File: config.mk
export PLATFORM = sky130hd
export DESIGN_NAME = mdu_seq_ctrl_flat
export DESIGN_NICKNAME = d
export VERILOG_FILES = /design/src/rtl/mdu_seq_ctrl_if.sv /design/src/rtl/mdu_seq_ctrl.sv /design/src/flat_wrapper.sv
export SDC_FILE = /design/constraint.sdc
export NUM_CORES = 1
export LEC_CHECK = 0
export BUFFER_PORTS_ARGS = -buffer_cell sky130_fd_sc_hd__buf_2
export CORE_ASPECT_RATIO = 1.5
export CORE_MARGIN = 8
export CORE_UTILIZATION = 50
export DETAILED_ROUTE_END_ITERATION = 12
export GPL_ROUTABILITY_DRIVEN = 0
export PLACE_DENSITY_LB_ADDON = 0.12
export SKIP_LAST_GASP = 1
export SYNTH_ARGS = -nofsm -noshare
export SYNTH_HDL_FRONTEND = slang
export SYNTH_SLANG_ARGS = --single-unit
File: constraint.sdc
create_clock -name clk -period 6.27 [get_ports clk]
set_input_delay 0.3135 -clock clk [delete_from_list [all_inputs] [get_ports clk]]
set_output_delay 0.3135 -clock clk [all_outputs]
set_load 0.02 [all_outputs]
File: src/rtl/mdu_seq_ctrl_if.sv
`default_nettype none
// ============================================================================
// mdu_seq_ctrl_if
// Request/response bundle between the EX stage and the multiply/divide
// sequencer. The pipeline side is the master, the sequencer is the slave.
// Revision: 1.0
// ============================================================================
interface mdu_seq_ctrl_if #(
  parameter int WIDTH = 32
);
  logic             start;
  logic             kill;
  logic [2:0]       funct3;
  logic [WIDTH-1:0] a;
  logic [WIDTH-1:0] b;
  logic [WIDTH-1:0] result;
  logic             done;
  logic             busy;
  logic             stall;

  modport master (
    output start, kill, funct3, a, b,
    input  result, done, busy, stall
  );

  modport slave (
    input  start, kill, funct3, a, b,
    output result, done, busy, stall
  );
endinterface
`default_nettype wire

File: src/rtl/mdu_seq_ctrl.sv
`default_nettype none
// ============================================================================
// mdu_seq_ctrl
// Iterative RV32M multiply/divide sequencer: shift-add multiply and
// restoring divide over magnitudes, with sign fix-up at the end and a short
// path for divide-by-zero and signed overflow.
// Revision: 1.0
// ============================================================================
module mdu_seq_ctrl #(
  parameter int WIDTH        = 32,
  parameter int CNT_W        = 6,
  parameter bit FAST_SPECIAL = 1'b1
) (
  input  logic          clk,
  input  logic          rst,
  mdu_seq_ctrl_if.slave bus
);

  typedef enum logic [2:0] {
    S_IDLE = 3'd0,
    S_PREP = 3'd1,
    S_CALC = 3'd2,
    S_FIX  = 3'd3,
    S_DONE = 3'd4
  } state_t;

  state_t state, state_nxt;

  logic [2:0]         op;
  logic [WIDTH-1:0]   op_a, op_b;
  logic               sign_a, sign_b;
  logic [WIDTH-1:0]   opnd;
  logic [2*WIDTH-1:0] acc;
  logic [CNT_W-1:0]   cnt;
  logic               special;
  logic [WIDTH-1:0]   special_res;
  logic [WIDTH-1:0]   result;

  logic done_c, busy_c, stall_c;

  // ---------------------------------------------------------------------------
  // Operand classification and magnitudes (from the latched request)
  // ---------------------------------------------------------------------------
  logic             is_div, a_signed, b_signed, a_neg, b_neg;
  logic             div_zero, div_ovf, special_now;
  logic [WIDTH-1:0] mag_a, mag_b, special_val, first_opnd;
  logic [WIDTH-1:0] int_min;

  assign int_min     = {1'b1, {(WIDTH-1){1'b0}}};
  assign is_div      = op[2];
  assign a_signed    = (op == 3'b001) | (op == 3'b010) | (op == 3'b100) | (op == 3'b110);
  assign b_signed    = (op == 3'b001) | (op == 3'b100) | (op == 3'b110);
  assign a_neg       = a_signed & op_a[WIDTH-1];
  assign b_neg       = b_signed & op_b[WIDTH-1];
  assign mag_a       = a_neg ? -op_a : op_a;
  assign mag_b       = b_neg ? -op_b : op_b;
  assign div_zero    = (op_b == '0);
  assign div_ovf     = ((op == 3'b100) | (op == 3'b110)) & (op_a == int_min) & (op_b == '1);
  assign special_now = is_div & (div_zero | div_ovf);
  // REM/REMU carry op[1]=1: remainder gets the dividend (zero) or 0 (overflow)
  assign special_val = op[1] ? (div_zero ? op_a : '0) : (div_zero ? '1 : int_min);
  // Multiply: multiplicand mag_a, multiplier in the low half. Divide: divisor mag_b.
  assign first_opnd  = is_div ? mag_b : mag_a;

  // ---------------------------------------------------------------------------
  // One iteration. PREP performs the first step directly on the freshly
  // formed magnitudes so CALC only needs WIDTH-1 further cycles.
  // ---------------------------------------------------------------------------
  logic [2*WIDTH-1:0] init_acc, src_acc, step_acc;
  logic [WIDTH-1:0]   src_opnd;
  logic [WIDTH:0]     add_sum, rem_sh, rem_diff;

  assign init_acc = {{WIDTH{1'b0}}, (is_div ? mag_a : mag_b)};
  assign src_acc  = (state == S_PREP) ? init_acc : acc;
  assign src_opnd = (state == S_PREP) ? first_opnd : opnd;
  assign add_sum  = {1'b0, src_acc[2*WIDTH-1:WIDTH]} + {1'b0, src_opnd};
  assign rem_sh   = src_acc[2*WIDTH-1:WIDTH-1];
  assign rem_diff = rem_sh - {1'b0, src_opnd};

  // Shift-add multiply step or restoring divide step
  always_comb begin
    step_acc = src_acc;
    if (is_div) begin
      if (!rem_diff[WIDTH]) begin
        step_acc = {rem_diff[WIDTH-1:0], src_acc[WIDTH-2:0], 1'b1};
      end else begin
        step_acc = {rem_sh[WIDTH-1:0], src_acc[WIDTH-2:0], 1'b0};
      end
    end else if (src_acc[0]) begin
      step_acc = {add_sum, src_acc[WIDTH-1:1]};
    end else begin
      step_acc = {1'b0, src_acc[2*WIDTH-1:1]};
    end
  end

  // ---------------------------------------------------------------------------
  // Sign correction and output selection
  // ---------------------------------------------------------------------------
  logic [2*WIDTH-1:0] prod;
  logic [WIDTH-1:0]   quot, rem, fix_val;

  assign prod = (sign_a ^ sign_b) ? -acc : acc;
  assign quot = (sign_a ^ sign_b) ? -acc[WIDTH-1:0] : acc[WIDTH-1:0];
  assign rem  = sign_a ? -acc[2*WIDTH-1:WIDTH] : acc[2*WIDTH-1:WIDTH];

  // Result word for the latched op; special cases override the iteration
  always_comb begin
    fix_val = prod[WIDTH-1:0];
    case (op)
      3'b000:                 fix_val = prod[WIDTH-1:0];
      3'b001, 3'b010, 3'b011: fix_val = prod[2*WIDTH-1:WIDTH];
      3'b100, 3'b101:         fix_val = quot;
      default:                fix_val = rem;
    endcase
    if (special) begin
      fix_val = special_res;
    end
  end

  // ---------------------------------------------------------------------------
  // State register
  // ---------------------------------------------------------------------------
  always_ff @(posedge clk or posedge rst) begin
    if (rst) begin
      state <= S_IDLE;
    end else begin
      state <= state_nxt;
    end
  end

  // Next-state and status outputs
  always_comb begin
    state_nxt = state;
    done_c    = 1'b0;
    busy_c    = (state != S_IDLE);
    stall_c   = (bus.start & (state == S_IDLE)) | ((state != S_IDLE) & (state != S_DONE));
    case (state)
      S_IDLE: if (bus.start && !bus.kill) state_nxt = S_PREP;
      S_PREP: begin
        if (bus.kill)                         state_nxt = S_IDLE;
        else if (FAST_SPECIAL && special_now) state_nxt = S_DONE;
        else                                  state_nxt = S_CALC;
      end
      S_CALC: begin
        if (bus.kill)                          state_nxt = S_IDLE;
        else if (cnt == CNT_W'(WIDTH - 1))     state_nxt = S_FIX;
      end
      S_FIX:  state_nxt = bus.kill ? S_IDLE : S_DONE;
      S_DONE: begin
        done_c    = 1'b1;
        state_nxt = S_IDLE;
      end
      default: state_nxt = S_IDLE;
    endcase
  end

  // Datapath registers; a kill leaves everything (notably result) untouched
  always_ff @(posedge clk or posedge rst) begin
    if (rst) begin
      op          <= '0;
      op_a        <= '0;
      op_b        <= '0;
      sign_a      <= 1'b0;
      sign_b      <= 1'b0;
      opnd        <= '0;
      acc         <= '0;
      cnt         <= '0;
      special     <= 1'b0;
      special_res <= '0;
      result      <= '0;
    end else begin
      case (state)
        S_IDLE: begin
          if (bus.start && !bus.kill) begin
            op   <= bus.funct3;
            op_a <= bus.a;
            op_b <= bus.b;
          end
        end
        S_PREP: begin
          if (!bus.kill) begin
            sign_a      <= a_neg;
            sign_b      <= b_neg;
            opnd        <= first_opnd;
            acc         <= step_acc;
            cnt         <= CNT_W'(1);
            special     <= special_now;
            special_res <= special_val;
            if (FAST_SPECIAL && special_now) begin
              result <= special_val;
            end
          end
        end
        S_CALC: begin
          if (!bus.kill) begin
            acc <= step_acc;
            cnt <= cnt + CNT_W'(1);
          end
        end
        S_FIX: begin
          if (!bus.kill) begin
            result <= fix_val;
          end
        end
        default: ;
      endcase
    end
  end

  assign bus.result = result;
  assign bus.done   = done_c;
  assign bus.busy   = busy_c;
  assign bus.stall  = stall_c;

endmodule
`default_nettype wire

File: src/flat_wrapper.sv
// flat-port wrapper written by rule: the top's interface ports become plain ports
module mdu_seq_ctrl_flat 
#(
  parameter int WIDTH        = 32,
  parameter int CNT_W        = 6,
  parameter bit FAST_SPECIAL = 1'b1
)
  (clk, rst, bus_start, bus_kill, bus_funct3, bus_a, bus_b, bus_result, bus_done, bus_busy, bus_stall);
  mdu_seq_ctrl_if #(.WIDTH(WIDTH)) bus_i ();
  input  logic clk;
  input  logic rst;
  input wire logic [$bits(bus_i.start)-1:0] bus_start;
  input wire logic [$bits(bus_i.kill)-1:0] bus_kill;
  input wire logic [$bits(bus_i.funct3)-1:0] bus_funct3;
  input wire logic [$bits(bus_i.a)-1:0] bus_a;
  input wire logic [$bits(bus_i.b)-1:0] bus_b;
  output wire logic [$bits(bus_i.result)-1:0] bus_result;
  output wire logic [$bits(bus_i.done)-1:0] bus_done;
  output wire logic [$bits(bus_i.busy)-1:0] bus_busy;
  output wire logic [$bits(bus_i.stall)-1:0] bus_stall;
  assign bus_i.start = bus_start;
  assign bus_i.kill = bus_kill;
  assign bus_i.funct3 = bus_funct3;
  assign bus_i.a = bus_a;
  assign bus_i.b = bus_b;
  assign bus_result = bus_i.result;
  assign bus_done = bus_i.done;
  assign bus_busy = bus_i.busy;
  assign bus_stall = bus_i.stall;
  mdu_seq_ctrl #(.WIDTH(WIDTH), .CNT_W(CNT_W), .FAST_SPECIAL(FAST_SPECIAL)) u_core (.clk(clk), .rst(rst), .bus(bus_i));
endmodule
# Word level (Yosys, flattened, before mapping)
# Index checks and enable logic that the tools add are counted.
dict set report classes {
  reduce_logical 17
  n_eq_ne 20
  n_bitwise 17
  add_sub_neg 8
  mux 32
}
# op count
set ops {}
lappend ops {{32-bit 2-to-1 mux} 13}
lappend ops {{64-bit 2-to-1 mux} 5}
lappend ops {{32-bit negation} 4}
lappend ops {{32-bit case mux with 3 select lines} 1}
lappend ops {{32-bit == test (second input constant)} 2}
lappend ops {{64-bit negation} 1}
lappend ops {{32-bit case mux with 2 select lines} 1}
lappend ops {{32-bit by 32-bit adder with 33-bit output} 1}
lappend ops {{33-bit by 32-bit subtractor with 33-bit output} 1}
lappend ops {{32-bit zero test} 1}
lappend ops {{31-bit 2-to-1 mux} 1}
lappend ops {{3-bit 2-to-1 mux} 6}
lappend ops {{3-bit by 2-bit == test with 1-bit output (second input constant)} 4}
lappend ops {{3-bit == test (second input constant)} 4}
lappend ops {{6-bit 2-to-1 mux} 2}
lappend ops {{3-bit case mux with 4 select lines} 1}
lappend ops {{6-bit case mux with 2 select lines} 1}
lappend ops {{2-bit != test (second input constant)} 4}
lappend ops {{1-bit OR} 8}
lappend ops {{2-bit AND reduction} 4}
lappend ops {{1-bit AND} 7}
lappend ops {{6-bit by 1-bit adder with 6-bit output (second input constant)} 1}
lappend ops {{3-bit by 1-bit == test with 1-bit output (second input constant)} 2}
lappend ops {{6-bit by 5-bit == test with 1-bit output (second input constant)} 1}
lappend ops {{15 further kinds} 18}
dict set report totals {
  wordCells 106
  output_inout_bits 35
  register_bits 239
  inputBits 71
}

# Longest topological paths before layout
dict set report depth {
  word_depth 11
  depth_mapped 23
  ltp_nobuf 22
}

# Least setup slack after synthesis
# Ideal clock, no wire load.
dict set report synth_path {
  path_type {reg-to-reg}
  from {register u_core.op_a[2]}
  to {register u_core.acc[34]}
  t_required_ps 6133
  path_slack_ps 983
  synth_period_minus_slack_ps 5287
  stages_incl_launch_ff 21
  arrival_time_ps 5150
  setup_ps 137
  n_path_buf 1
  path_cell_list {dfrtp_1 -> or4_4 -> or4_4 -> nor3b_4 -> nand4_1 -> a31oi_1 -> nand2_1 -> o21ai_0 -> a21boi_0 -> ha_1 -> fa_1 -> nand2b_1 -> a21oi_1 -> o21ai_2 -> a21oi_2 -> o21ai_2 -> a211oi_4 -> buf_6 -> mux2_2 -> a222oi_1 -> a21oi_1}
}
dict set report synth_via {
  elab_chain_cells 7
  word_cells_on_any_way 11
  cone_classes {3 x add/sub; 8 x mux}
}
# element line
set synth_rtl {}
lappend synth_rtl {{start: declaration} mdu_seq_ctrl.sv:30} ;# logic [WIDTH-1:0] op_a, op_b;
lappend synth_rtl {{start signal: assignment} mdu_seq_ctrl.sv:176} ;# op_a <= bus.a;
lappend synth_rtl {{32-bit negation} mdu_seq_ctrl.sv:55} ;# assign mag_a = a_neg ? -op_a : op_a;
lappend synth_rtl {{32-bit 2-to-1 mux *} mdu_seq_ctrl.sv:55}
lappend synth_rtl {{32-bit 2-to-1 mux (on tied branches)} {mdu_seq_ctrl.sv:73, mdu_seq_ctrl.sv:63}}
lappend synth_rtl {{64-bit 2-to-1 mux / 32-bit 2-to-1 mux (equally long branches)} {mdu_seq_ctrl.sv:74, mdu_seq_ctrl.sv:75}}
lappend synth_rtl {{33-bit by 32-bit subtractor with 33-bit output / 32-bit by 32-bit adder with 33-bit output (equally long branches)} {mdu_seq_ctrl.sv:78, mdu_seq_ctrl.sv:76}}
lappend synth_rtl {{64-bit 2-to-1 mux (on tied branches)} {mdu_seq_ctrl.sv:84, mdu_seq_ctrl.sv:89}}
lappend synth_rtl {{64-bit 2-to-1 mux *} mdu_seq_ctrl.sv:83} ;# if (is_div) begin
lappend synth_rtl {{end signal: assignment} mdu_seq_ctrl.sv:185} ;# acc <= step_acc;
lappend synth_rtl {{end signal: assignment} mdu_seq_ctrl.sv:196} ;# acc <= step_acc;
lappend synth_rtl {{end: declaration} mdu_seq_ctrl.sv:33} ;# logic [2*WIDTH-1:0] acc;
# Mark *: on every way between the ends. The rest lies on a longest branch, timed or not.
# A chain may end at the register's enable or synchronous reset.

# Worst setup path in the final report
dict set report layout_path {
  from {register u_core.op_a[2]}
  to {register u_core.acc[53]}
}
# The elaborated chain is that of the path after synthesis.

==> results.yml <==
outcome:
  status: "complete, no violations"
critical_path:
  crit_path_end: "u_core.acc[53]"
  cp.depth: 18
  crit_path_cell_trace: "or4_4 -> nor3_2 -> nand3b_1 -> o41ai_1 -> xnor2_1 -> o21ai_0 -> o21a_1 -> ha_1 -> nand2_1 -> o31ai_1 -> a41oi_1 -> o21bai_1 -> o21ai_2 -> a211oi_4 -> buf_4 -> mux2_2 -> a222oi_1 -> a21oi_1"
  cp_num_buf_inv: 1
  worstReg2RegEnd: "u_core.acc[53]"
  rrSetupSlack_ns: 0.48
  crit_type: "flip-flop to flip-flop"
  r2r_start: "u_core.op_a[2]"
  worst-r2r-cell-count: 18
  crit_arrival_ns: 6.23
  cp-start-kind: "flip-flop"
  cp.required_ns: 6.71
  critPathMaxFanout: 17
  worst_path_max_delay_cell: "or4_4"
  crit_path_max_incr_delay_ns: 0.58
  cp-end-kind: "flip-flop"
  cp-startpoint: "u_core.op_a[2]"
  cpLargestDelayFamily: "compound AO/OA/AOI/OAI gates"
clocking:
  clk_latency_ns: 0.59
  clk_pin_slew_worst_paths_ns: 0.06
  htreeDepth: 1
  cts_buffers: 27
  cts_tree: "yes"
  cts_num_sinks: 239
  cts-root-buf: "clkbuf_16"
  cts.path.max_buffers: 3
die:
  die_h_um: 260
  die_x_um: 179
  core_area_um2: 39300
  start_util: 0.506
  rows: 89
  io-pin-count: 106
  fp.dieArea_um2: 46600
placement:
  hpwl_um: 56100
  port_buffers: 105
  dpl_cell_area_um2: 20700
sta:
  relSlewSlack: 0.237
  fin_setup_tns_ns: 0
  min_period_ns: 5.79
  hold_viol_final: 0
  tightest_slew_ns: 1.14
  max_freq_ghz: 0.173
  fin_skew_ns: 0.0165
  fin_crit_sh: 0.924
  grt_setup_unrepaired: "false"
  setup_violations: 0
  fin_hold_ws_ns: 0.213
  slew_violations: 0
cells_and_area:
  layout.nets: 2697
  n_antenna_cell: 0
  design_area_um2: 22300
  mostFrequentLayoutCell: "nand2_1"
  drive_gt1_frac: 0.136
  syn2layout_area_growth_pct: 12.0
  final_core_utilization: 0.567
  final_cell_mix: "nand2_1, a21oi_1, dfrtp_1, nor2_1, o21ai_0"
yosys:
  netlist_area_um2: 19900
  ys_async_sr_fraction: 1.00
  postSynthAreaPerCell_um2: 7.97
  ys_seq_elements: 239
  synth_top_area_cell: "dfrtp_1"
  synth_cell_types: 103
  synth_top_area_frac: 0.301
  ys_top_cells_by_area: "dfrtp_1, a21oi_1, o21ai_0"
  yosys_warnings: 0
  yosysSeqAreaShare: 0.301
  synth-main-ff-cell: "dfrtp_1"
  synth_edf_count: 0
  syn_nets: 2639
  synthCells: 2496
grt:
  grt_pass1_wl_um: 114000
  grt_util_all_layers: 0.317
  antenna_found_initial: 0
  grt_max_degree: 141
  grt_overflow: 0
  grt_pass1_vias: 19100
power_and_ir_drop:
  p_leak_uw: 0.00924
  irDropWorstVdd_mv: 0.352
  power_density_nw_per_um2: 590
drt:
  drc: 0
  ant_nets: 0
  drtIter0Drc: 1974
  first_pass_iters: 7
  wl_per_cell_um: 24.5
  viasPerCell: 6.51
  wl_um: 75400
  vias: 20000
hold_path:
  hold_path.class: "primary input to flip-flop"
flow_run:
  cap_violations: 0
-- worst min-delay path by stage --
stage / startpoint / to / slack [ns] / depth (start not counted)
after global placement: rst / u_core.op_a[13] / 0.39 / 2
final: bus_kill / u_core.cnt[4] / 0.21 / 3
after detailed placement: rst / u_core.op_a[13] / 0.39 / 2
after floorplan: u_core.special_res[10] / u_core.special_res[10] / 0.44 / 2
after global routing: bus_kill / u_core.cnt[4] / 0.22 / 3
after CTS: bus_kill / u_core.cnt[4] / 0.20 / 3
-- cells by family (layout without fill, tap and decap cells) --
kind of cell	after synthesis	count (layout)	synth area share
AOI/OAI and AO/OA	827	827	0.265
muxes	108	108	0.0607
buffers and inverters	255	334	0.0504
adders and majority gates	72	72	0.0460
DFF	239	239	0.301
and+or+nand+nor	821	821	0.201
xor gates and xnor gates	174	174	0.0766
-- report_power, final --
| group | total [µW] | switching (µW) | internal (µW) |
|---|---|---|---|
| Sequential | 2980 | 944 | 2040 |
| Combinational | 8470 | 5140 | 3330 |
| Clock | 1680 | 732 | 949 |
| Total | 13100 | 6820 | 6310 |
-- what timing repair did --
action / in CTS / in global routing
hold buffers: 68 / 0
endpoints found under the setup margin: 0 / 1
resized for setup: 0 / 1
buffers inserted: 0 / 0
hold endpoints to repair: 90 / 0
-- layer usage --
layer,share of wire,up-vias,global-route usage
met4,0.096,0,0.261
met2,0.48,926,0.520
met5,0,-,0
li1,-,9187,-
met3,0.068,272,0.0431
met1,0.36,9622,0.361
-- flip-flops by register name, summed over array words and instances (netlist names) --
register / cells
u_core.acc: 64
u_core.bus.result: 32
u_core.op_a: 32
u_core.op_b: 32
u_core.opnd: 32
u_core.special_res: 32
u_core.cnt: 6
u_core.op: 3
u_core.state: 3
u_core.sign_a: 1
u_core.sign_b: 1
u_core.special: 1
-- tightest hold or removal path: cells and delay by family --
kind	cells	cell delay (ns)
buffers and inverters	1	0.13
and+or+nand+nor	2	0.31
-- synth_stat cells (8+ instances only) --
cell,instances
o211ai_1,15
a21oi_1,240
a31oi_1,37
xnor2_1,105
nand4_1,24
inv_1,70
or4_1,11
o41ai_1,10
o31ai_1,46
dfrtp_1,239
clkbuf_1,151
o221ai_1,11
xor2_1,69
nor3_1,63
a222oi_1,13
ha_1,70
mux2i_1,16
a221oi_1,15
nand2b_1,17
and2_1,37
a2111oi_0,14
nand3_1,35
mux2_2,91
buf_2,9
o21ai_0,214
nand2_1,268
or3_1,19
o22ai_1,8
a211oi_1,28
o21a_1,45
nor2b_1,13
and3_1,20
nor2_1,232
nor4_1,24
buf_1,18
a21o_1,31
-- area by class of cell --
class                           instances  area, µm²
Clock buffer                           34        722
Multi-Input combinational cell       2002      13000
Timing Repair Buffer                  213       1520
Fill cell                            3649      17000
Tap cell                              500        626
Inverter                               71        270
Sequential cell                       239       5980
Clock inverter                         16        190
-- per-stage QoR --
| step | std cells | total power [µW] | setup WS (ns) |
|---|---|---|---|
| 2_1_floorplan | 2496 | 8670 | 0.983 |
| 3_3_place_gp | 2957 | 11000 | 0.654 |
| 3_5_place_dp | 2957 | 11200 | 0.562 |
| 4_1_cts | 3075 | 12900 | 0.528 |
| 5_1_grt | 3075 | 13900 | 0.149 |
| 6_report | 3075 | 13100 | 0.480 |
(Power assumes the default switching activity.)
